### config.mk
export PLATFORM = sky130hd
export DESIGN_NAME = r5_const_cmul
export DESIGN_NICKNAME = d
export VERILOG_FILES = /design/src/rtl/r5_const_cmul.sv
export SDC_FILE = /design/constraint.sdc
export NUM_CORES = 1
export LEC_CHECK = 0
export CORE_MARGIN = 3
export CORE_UTILIZATION = 60
export CTS_CLUSTER_DIAMETER = 200
export DETAILED_ROUTE_END_ITERATION = 7
export HOLD_SLACK_MARGIN = 0.02
export PLACE_DENSITY_LB_ADDON = 0.08
export SETUP_SLACK_MARGIN = 0.3
export SKIP_LAST_GASP = 1
export SYNTH_ARGS = -nofsm -noshare
export SYNTH_HDL_FRONTEND = slang
export SYNTH_SLANG_ARGS = --single-unit
### constraint.sdc
create_clock -name clk -period 9.9 [get_ports clk]
set_clock_uncertainty 0.2 [all_clocks]
set_input_delay 1.98 -clock clk [delete_from_list [all_inputs] [get_ports clk]]
set_output_delay 1.98 -clock clk [all_outputs]
set_load 0.02 [all_outputs]
### src/rtl/r5_const_cmul.sv
// r5_const_cmul: pipelined complex-by-real-constant multiplier for the
// radix-5 butterfly. One of four Q2.16 constants is picked per sample, with
// an optional -j rotation. Three register stages with valid/ready flow control.
// Build option: define R5CMUL_CONVERGENT_EN for round-half-to-even; the
// default build rounds half toward +inf.
module r5_const_cmul #(
    parameter int W = 16,
    parameter logic signed [17:0] K0 = 18'sd20252,
    parameter logic signed [17:0] K1 = -18'sd53020,
    parameter logic signed [17:0] K2 = 18'sd62329,
    parameter logic signed [17:0] K3 = 18'sd38521
) (
    input  logic                clk,
    input  logic                rst_n,
    input  logic                in_valid,
    output logic                in_ready,
    input  logic signed [W-1:0] in_re,
    input  logic signed [W-1:0] in_im,
    input  logic [1:0]          in_sel,
    input  logic                in_rot,
    output logic                out_valid,
    input  logic                out_ready,
    output logic signed [W-1:0] out_re,
    output logic signed [W-1:0] out_im,
    output logic                out_sat
);

    localparam int PW = W + 18;     // exact product width
    localparam int RW = W + 3;      // rounded width, room for negation and clamp

    localparam logic [PW:0]             HALF    = {{(PW-15){1'b0}}, 16'h8000};
    localparam logic signed [RW-1:0]    SAT_HI  = {4'b0000, {(W-1){1'b1}}};
    localparam logic signed [RW-1:0]    SAT_LO  = {4'b1111, {(W-1){1'b0}}};
`ifdef R5CMUL_CONVERGENT_EN
    localparam logic signed [RW-1:0]    ONE     = RW'(1);
`endif

    logic                  adv;
    logic                  s1_valid;
    logic signed [W-1:0]   s1_re;
    logic signed [W-1:0]   s1_im;
    logic [1:0]            s1_sel;
    logic                  s1_rot;
    logic signed [17:0]    k_sel;
    logic signed [PW-1:0]  a_re;
    logic signed [PW-1:0]  a_im;
    logic signed [PW-1:0]  k_ext;
    logic signed [PW-1:0]  p_re;
    logic signed [PW-1:0]  p_im;
    logic                  s2_valid;
    logic signed [PW-1:0]  s2_p_re;
    logic signed [PW-1:0]  s2_p_im;
    logic                  s2_rot;
    logic signed [RW-1:0]  r_re;
    logic signed [RW-1:0]  r_im;
    logic signed [RW-1:0]  neg_re;
    logic [W-1:0]          c_re;
    logic [W-1:0]          c_im;
    logic [W-1:0]          nxt_re;
    logic [W-1:0]          nxt_im;
    logic                  nxt_sat;

    // Round the Q2.16-scaled product back to integer scale.
    function automatic logic signed [RW-1:0] round_p(input logic signed [PW-1:0] p);
        logic [PW:0]          s;
        logic signed [RW-1:0] r;
        s = {p[PW-1], p} + HALF;
        r = s[PW:16];
`ifdef R5CMUL_CONVERGENT_EN
        // exact tie that rounded up onto an odd value: step back to the even one
        if (p[15:0] == 16'h8000 && s[16])
            r = r - ONE;
`endif
        return r;
    endfunction

    function automatic logic [W-1:0] sat_w(input logic signed [RW-1:0] r);
        if (r > SAT_HI)
            return SAT_HI[W-1:0];
        else if (r < SAT_LO)
            return SAT_LO[W-1:0];
        else
            return r[W-1:0];
    endfunction

    function automatic logic clamps(input logic signed [RW-1:0] r);
        return (r > SAT_HI) || (r < SAT_LO);
    endfunction

    assign adv      = ~out_valid | out_ready;
    assign in_ready = adv;

    // Stage 1: capture operands and per-sample controls.
    always_ff @(posedge clk or negedge rst_n) begin
        if (!rst_n) begin
            s1_valid <= 1'b0;
            s1_re    <= '0;
            s1_im    <= '0;
            s1_sel   <= '0;
            s1_rot   <= 1'b0;
        end else if (adv) begin
            s1_valid <= in_valid;
            s1_re    <= in_re;
            s1_im    <= in_im;
            s1_sel   <= in_sel;
            s1_rot   <= in_rot;
        end
    end

    // Coefficient select and sign-extended full-precision products.
    always_comb begin
        k_sel = K0;
        case (s1_sel)
            2'd0: k_sel = K0;
            2'd1: k_sel = K1;
            2'd2: k_sel = K2;
            2'd3: k_sel = K3;
            default: k_sel = K0;
        endcase
        a_re  = {{18{s1_re[W-1]}}, s1_re};
        a_im  = {{18{s1_im[W-1]}}, s1_im};
        k_ext = {{W{k_sel[17]}}, k_sel};
        p_re  = a_re * k_ext;
        p_im  = a_im * k_ext;
    end

    // Stage 2: register the exact products.
    always_ff @(posedge clk or negedge rst_n) begin
        if (!rst_n) begin
            s2_valid <= 1'b0;
            s2_p_re  <= '0;
            s2_p_im  <= '0;
            s2_rot   <= 1'b0;
        end else if (adv) begin
            s2_valid <= s1_valid;
            s2_p_re  <= p_re;
            s2_p_im  <= p_im;
            s2_rot   <= s1_rot;
        end
    end

    // Round, clamp, then optionally rotate by -j; R_re is clamped before negation.
    always_comb begin
        r_re    = round_p(s2_p_re);
        r_im    = round_p(s2_p_im);
        c_re    = sat_w(r_re);
        c_im    = sat_w(r_im);
        neg_re  = -{{3{c_re[W-1]}}, c_re};
        nxt_re  = c_re;
        nxt_im  = c_im;
        nxt_sat = clamps(r_re) | clamps(r_im);
        if (s2_rot) begin
            nxt_re  = c_im;
            nxt_im  = sat_w(neg_re);
            nxt_sat = nxt_sat | clamps(neg_re);
        end
    end

    // Stage 3: output register, held while downstream stalls.
    always_ff @(posedge clk or negedge rst_n) begin
        if (!rst_n) begin
            out_valid <= 1'b0;
            out_re    <= '0;
            out_im    <= '0;
            out_sat   <= 1'b0;
        end else if (adv) begin
            out_valid <= s2_valid;
            out_re    <= nxt_re;
            out_im    <= nxt_im;
            out_sat   <= s2_valid & nxt_sat;
        end
    end

endmodule

Yosys cells after proc, flatten, opt, wreduce, memory -nomap -nowiden
Cells that the tools add are included.
{"block": "classes", "n_mux": 10, "reduce_logical": 4, "magnitude_cmp": 6, "n_addsub": 3, "bitwise_logic": 5, "n_mul": 2, "n_eq_ne": 3}
{"op": "16-bit 2-to-1 mux", "n": 8}
{"op": "18-bit case mux with 4 select lines", "n": 1}
{"op": "34-bit by 17-bit adder with 35-bit output (second input constant)", "n": 2}
{"op": "16-bit by 18-bit multiplier with 34-bit output", "n": 2}
{"op": "19-bit by 16-bit greater-than comparator with 1-bit output (second input constant)", "n": 3}
{"op": "19-bit by 16-bit < comparator with 1-bit output (second input constant)", "n": 3}
{"op": "19-bit negation", "n": 1}
{"op": "2-bit == test (second input constant)", "n": 2}
{"op": "1-bit logical OR", "n": 3}
{"op": "1-bit OR", "n": 3}
{"op": "2-bit by 1-bit == test with 1-bit output (second input constant)", "n": 1}
{"op": "2-bit logical NOT", "n": 1}
{"op": "1-bit bitwise AND", "n": 1}
{"op": "1-bit 2-to-1 mux", "n": 1}
{"op": "1-bit NOT", "n": 1}
{"block": "totals", "wordCells": 46, "register_bits": 140}

Depth between registers and ports, before layout
{"block": "logic_depth", "ltp_word": 10, "ltp_mapped": 30, "mapped_depth_nobuf": 28}

Worst setup path before layout
OpenSTA, ideal clock, no wires.
{"block": "synth_timing", "path_kind": "flip-flop to flip-flop", "startpoint": "register s1_sel[0]", "endpoint": "register s2_p_re[33]", "required_ns": 9.618, "period_less_slack_ns": 7.459, "setup_slack_ns": 2.441, "arrival_time_ns": 7.177, "path_stages_with_launch": 28, "setup_time_ns": 0.082, "n_path_buf": 3, "path_cell_list": "dfrtp_1 > inv_1 > clkbuf_1 > ha_1 > clkbuf_1 > clkbuf_1 > nor2b_1 > fa_1 > fa_1 > inv_1 > fa_1 > fa_1 > inv_1 > fa_1 > inv_1 > fa_1 > inv_1 > ha_1 > a21o_1 > a211oi_1 > a21oi_1 > o2111ai_1 > a31oi_1 > a22o_1 > o41ai_2 > o21ai_1 > or3_1 > a31oi_1"}
{"block": "synth_between", "elab_chain_cells": 3, "elab_cells_between_ends": 6}
{"element": "start: declaration", "line_no": "42", "rtl": "logic [1:0] s1_sel;"}
{"element": "start signal: assignment", "line_no": "105", "rtl": "s1_sel <= in_sel;"}
{"element": "2-bit == test, or another cell as far along", "line_no": "113", "rtl": "case (s1_sel)"}
{"element": "18-bit case mux with 4 select lines *", "line_no": "113"}
{"element": "16-bit by 18-bit multiplier with 34-bit output *", "line_no": "123", "rtl": "p_re = a_re * k_ext;"}
{"element": "end signal: assignment", "line_no": "136", "rtl": "s2_p_re <= p_re;"}
{"element": "end: declaration", "line_no": "51", "rtl": "logic signed [PW-1:0] s2_p_re;"}
Every way passes the cells marked *; elsewhere a longest branch is shown, timed or not. The select of a mux whose other input is x is not followed.
A chain may end at the register's enable or synchronous reset.

Worst setup path in the final report
{"block": "layout_timing", "startpoint": "register s1_sel[1]", "endpoint": "register s2_p_re[32]"}
Same word-level chain as after synthesis.

==> summary.txt <==
first-pass GRT wire length: 111 mm
Max Cap Violations: 0
Slew Viols, Final: 0
Unique masters post-synth: 82
leading cell type in the layout, fill and taps excluded: inv_1
Final Util: 65.1%
Initial Util: 61.5%
cell area after layout: 26200 µm²
Slowest cell on crit path: ha_2
CP Launch Type: flop
share of flip-flops with an asynchronous set or reset: 100%
Via Count: 18.2k
nets: 3449
Tmin final: 8290 ps
root buf cell: clkbuf_16
GR Util All Layers: 33.0%
hold buffers post-CTS: 0
layout cells sized above 1: 2.66%
CTS buffer count: 9
CP bufs+invs: 7
top_reg_cell synth: dfrtp_1
port bufs: 73
Relative slew margins: 31.1%
CTS sink count: 110
f_max: 121 MHz
final weighted congestion in routability-driven placement: 0.988
CTS resizes: 0
Clock Tree Buf Depth: 2
Critical Path Sink Type: flop
die area: 43800 µm²
row cnt: 73
Worst R2R Setup Slack: 1610 ps
post-synthesis cell count: 2688
WL final: 68.6 mm
initial DRC count: 1299
Post-CTS Setup Repair Bufs: 0
core region area: 40300 µm²
slowest stage delay, CP: 880 ps
area of placed instances: 25900 µm²
kind of critical path: reg2reg
Synth Area per Inst: 9.22 µm²
router iterations before antenna repair: 6
outcome: finished, final reports clean
Area Growth Syn to Fin: 5.86%
Congestion Overflow GR: 0
I/O pin count: 74
vias in the first global route: 19.6k
H-tree depth: 3
critical path arrival: 8380 ps
final setup fails: 0
Die X-Extent: 209 µm
number of synthesized flops with an enable pin: 0
FF+latch count, synth: 110
DRC: 0
register area share after synthesis: 11.1%
worst-path maximum fanout: 51
Crit path max-delay family: adder cells
post-route ant nets: 0
CTS tree: done
die height: 209 µm
Yosys Warn Count: 0
Min-Delay Path Class: reg2reg
Avg WL per Cell: 21.3 µm
DR vias/cell: 5.64
fin crit share: 83.7%
unrepaired setup endpoints after global routing: false
setup tns final: 0 ps
Mapped Nets: 3438
Final Hold Fails: 0
most frequent cells in the layout: inv_1 (688), fa_1 (526), nand2_1 (257)
ANT cells: 0
Tightest Pin Transition: 1030 ps
largest net degree at the start of global routing: 90
Detailed Place HPWL: 58.4 mm
Clock Latency Late Sink: 410 ps
mapped cell area: 24800 µm²
Reg clk slew, reported paths: 90 ps
initial antenna violation count: 2
critical path required time: 9990 ps
path summary, 6_finish.rpt:
check | start | end | depth (start not counted)
worst max register to register | s1_sel[1] | s2_p_re[32] | 25
worst min-delay path | s1_rot | s1_rot | 2
max in group asynchronous | rst_n | s2_p_im[24] | 2
min in group asynchronous | rst_n | s2_p_re[31] | 1
worst min register to register | s1_rot | s1_rot | 2
worst max-delay path | s1_sel[1] | s2_p_re[32] | 25
per-layer routing:
metal | part of all wire, % | GRT usage (%) | wire [µm] | vias to the layer above
met4 | 2.6 | 8.01 | 1810 | 4
met2 | 47 | 52.2 | 32300 | 683
met1 | 43 | 47.7 | 29900 | 9267
met3 | 6.8 | 6.11 | 4700 | 112
met5 | 0.035 | 0 | 24 | -
li1 | - | - | - | 8155
cell type report:
type / count / area, µm²
fill: 3389 / 14000
clock buffer: 9 / 225
clock inverter: 7 / 93.8
multi-input combinational: 1804 / 19100
timing repair buffer: 84 / 811
sequential: 110 / 2750
tap: 525 / 657
inverter: 690 / 2590
state kept, by name, indices dropped and copies added (netlist names):
signal,flops
s2_p_im,19
s2_p_re,19
out_im,16
out_re,16
s1_im,16
s1_re,16
s1_sel,2
out_sat,1
out_valid,1
s1_rot,1
s1_valid,1
s2_rot,1
s2_valid,1
tightest hold or removal path, stage by stage (launching register included):
cell	delay, ps
dfrtp_1	350
nand2_1	50
nand2_1	50
synth_stat cells, drive strengths merged (41+ instances only):
library cell	instances	share of area (%)
nand2	257	3.9
nor2b	60	1.5
nor2	110	1.7
nand2b	54	1.4
and2	73	1.8
ha	185	9.3
dfrtp	110	11
nor3	41	0.85
inv	690	10
xnor2	54	1.9
fa	526	42
clkbuf	67	1.0
a21oi	73	1.5
o21ai	91	1.8
stage by stage:
step	instances	worst slack, ps	hold WS, ps
finish	3229	1610	275
global route	3229	1210	318
CTS	3229	1680	281
detailed placement	3213	1720	260
global placement	3213	1930	256
floorplan	2688	2440	239
cell families after synthesis:
kind of cell,count (synthesis),synth area share (%)
AOI/OAI and AO/OA,307,8.03
DFF,110,11.1
buffers and inverters,774,11.9
xor gates and xnor gates,88,3.14
and+or+nand+nor,692,13.8
adders and majority gates,711,51.8
muxes,6,0.242
Power is left out: the tool's default activity adds up to more than one toggle a clock period on the data nets, which glitch-free logic cannot reach.
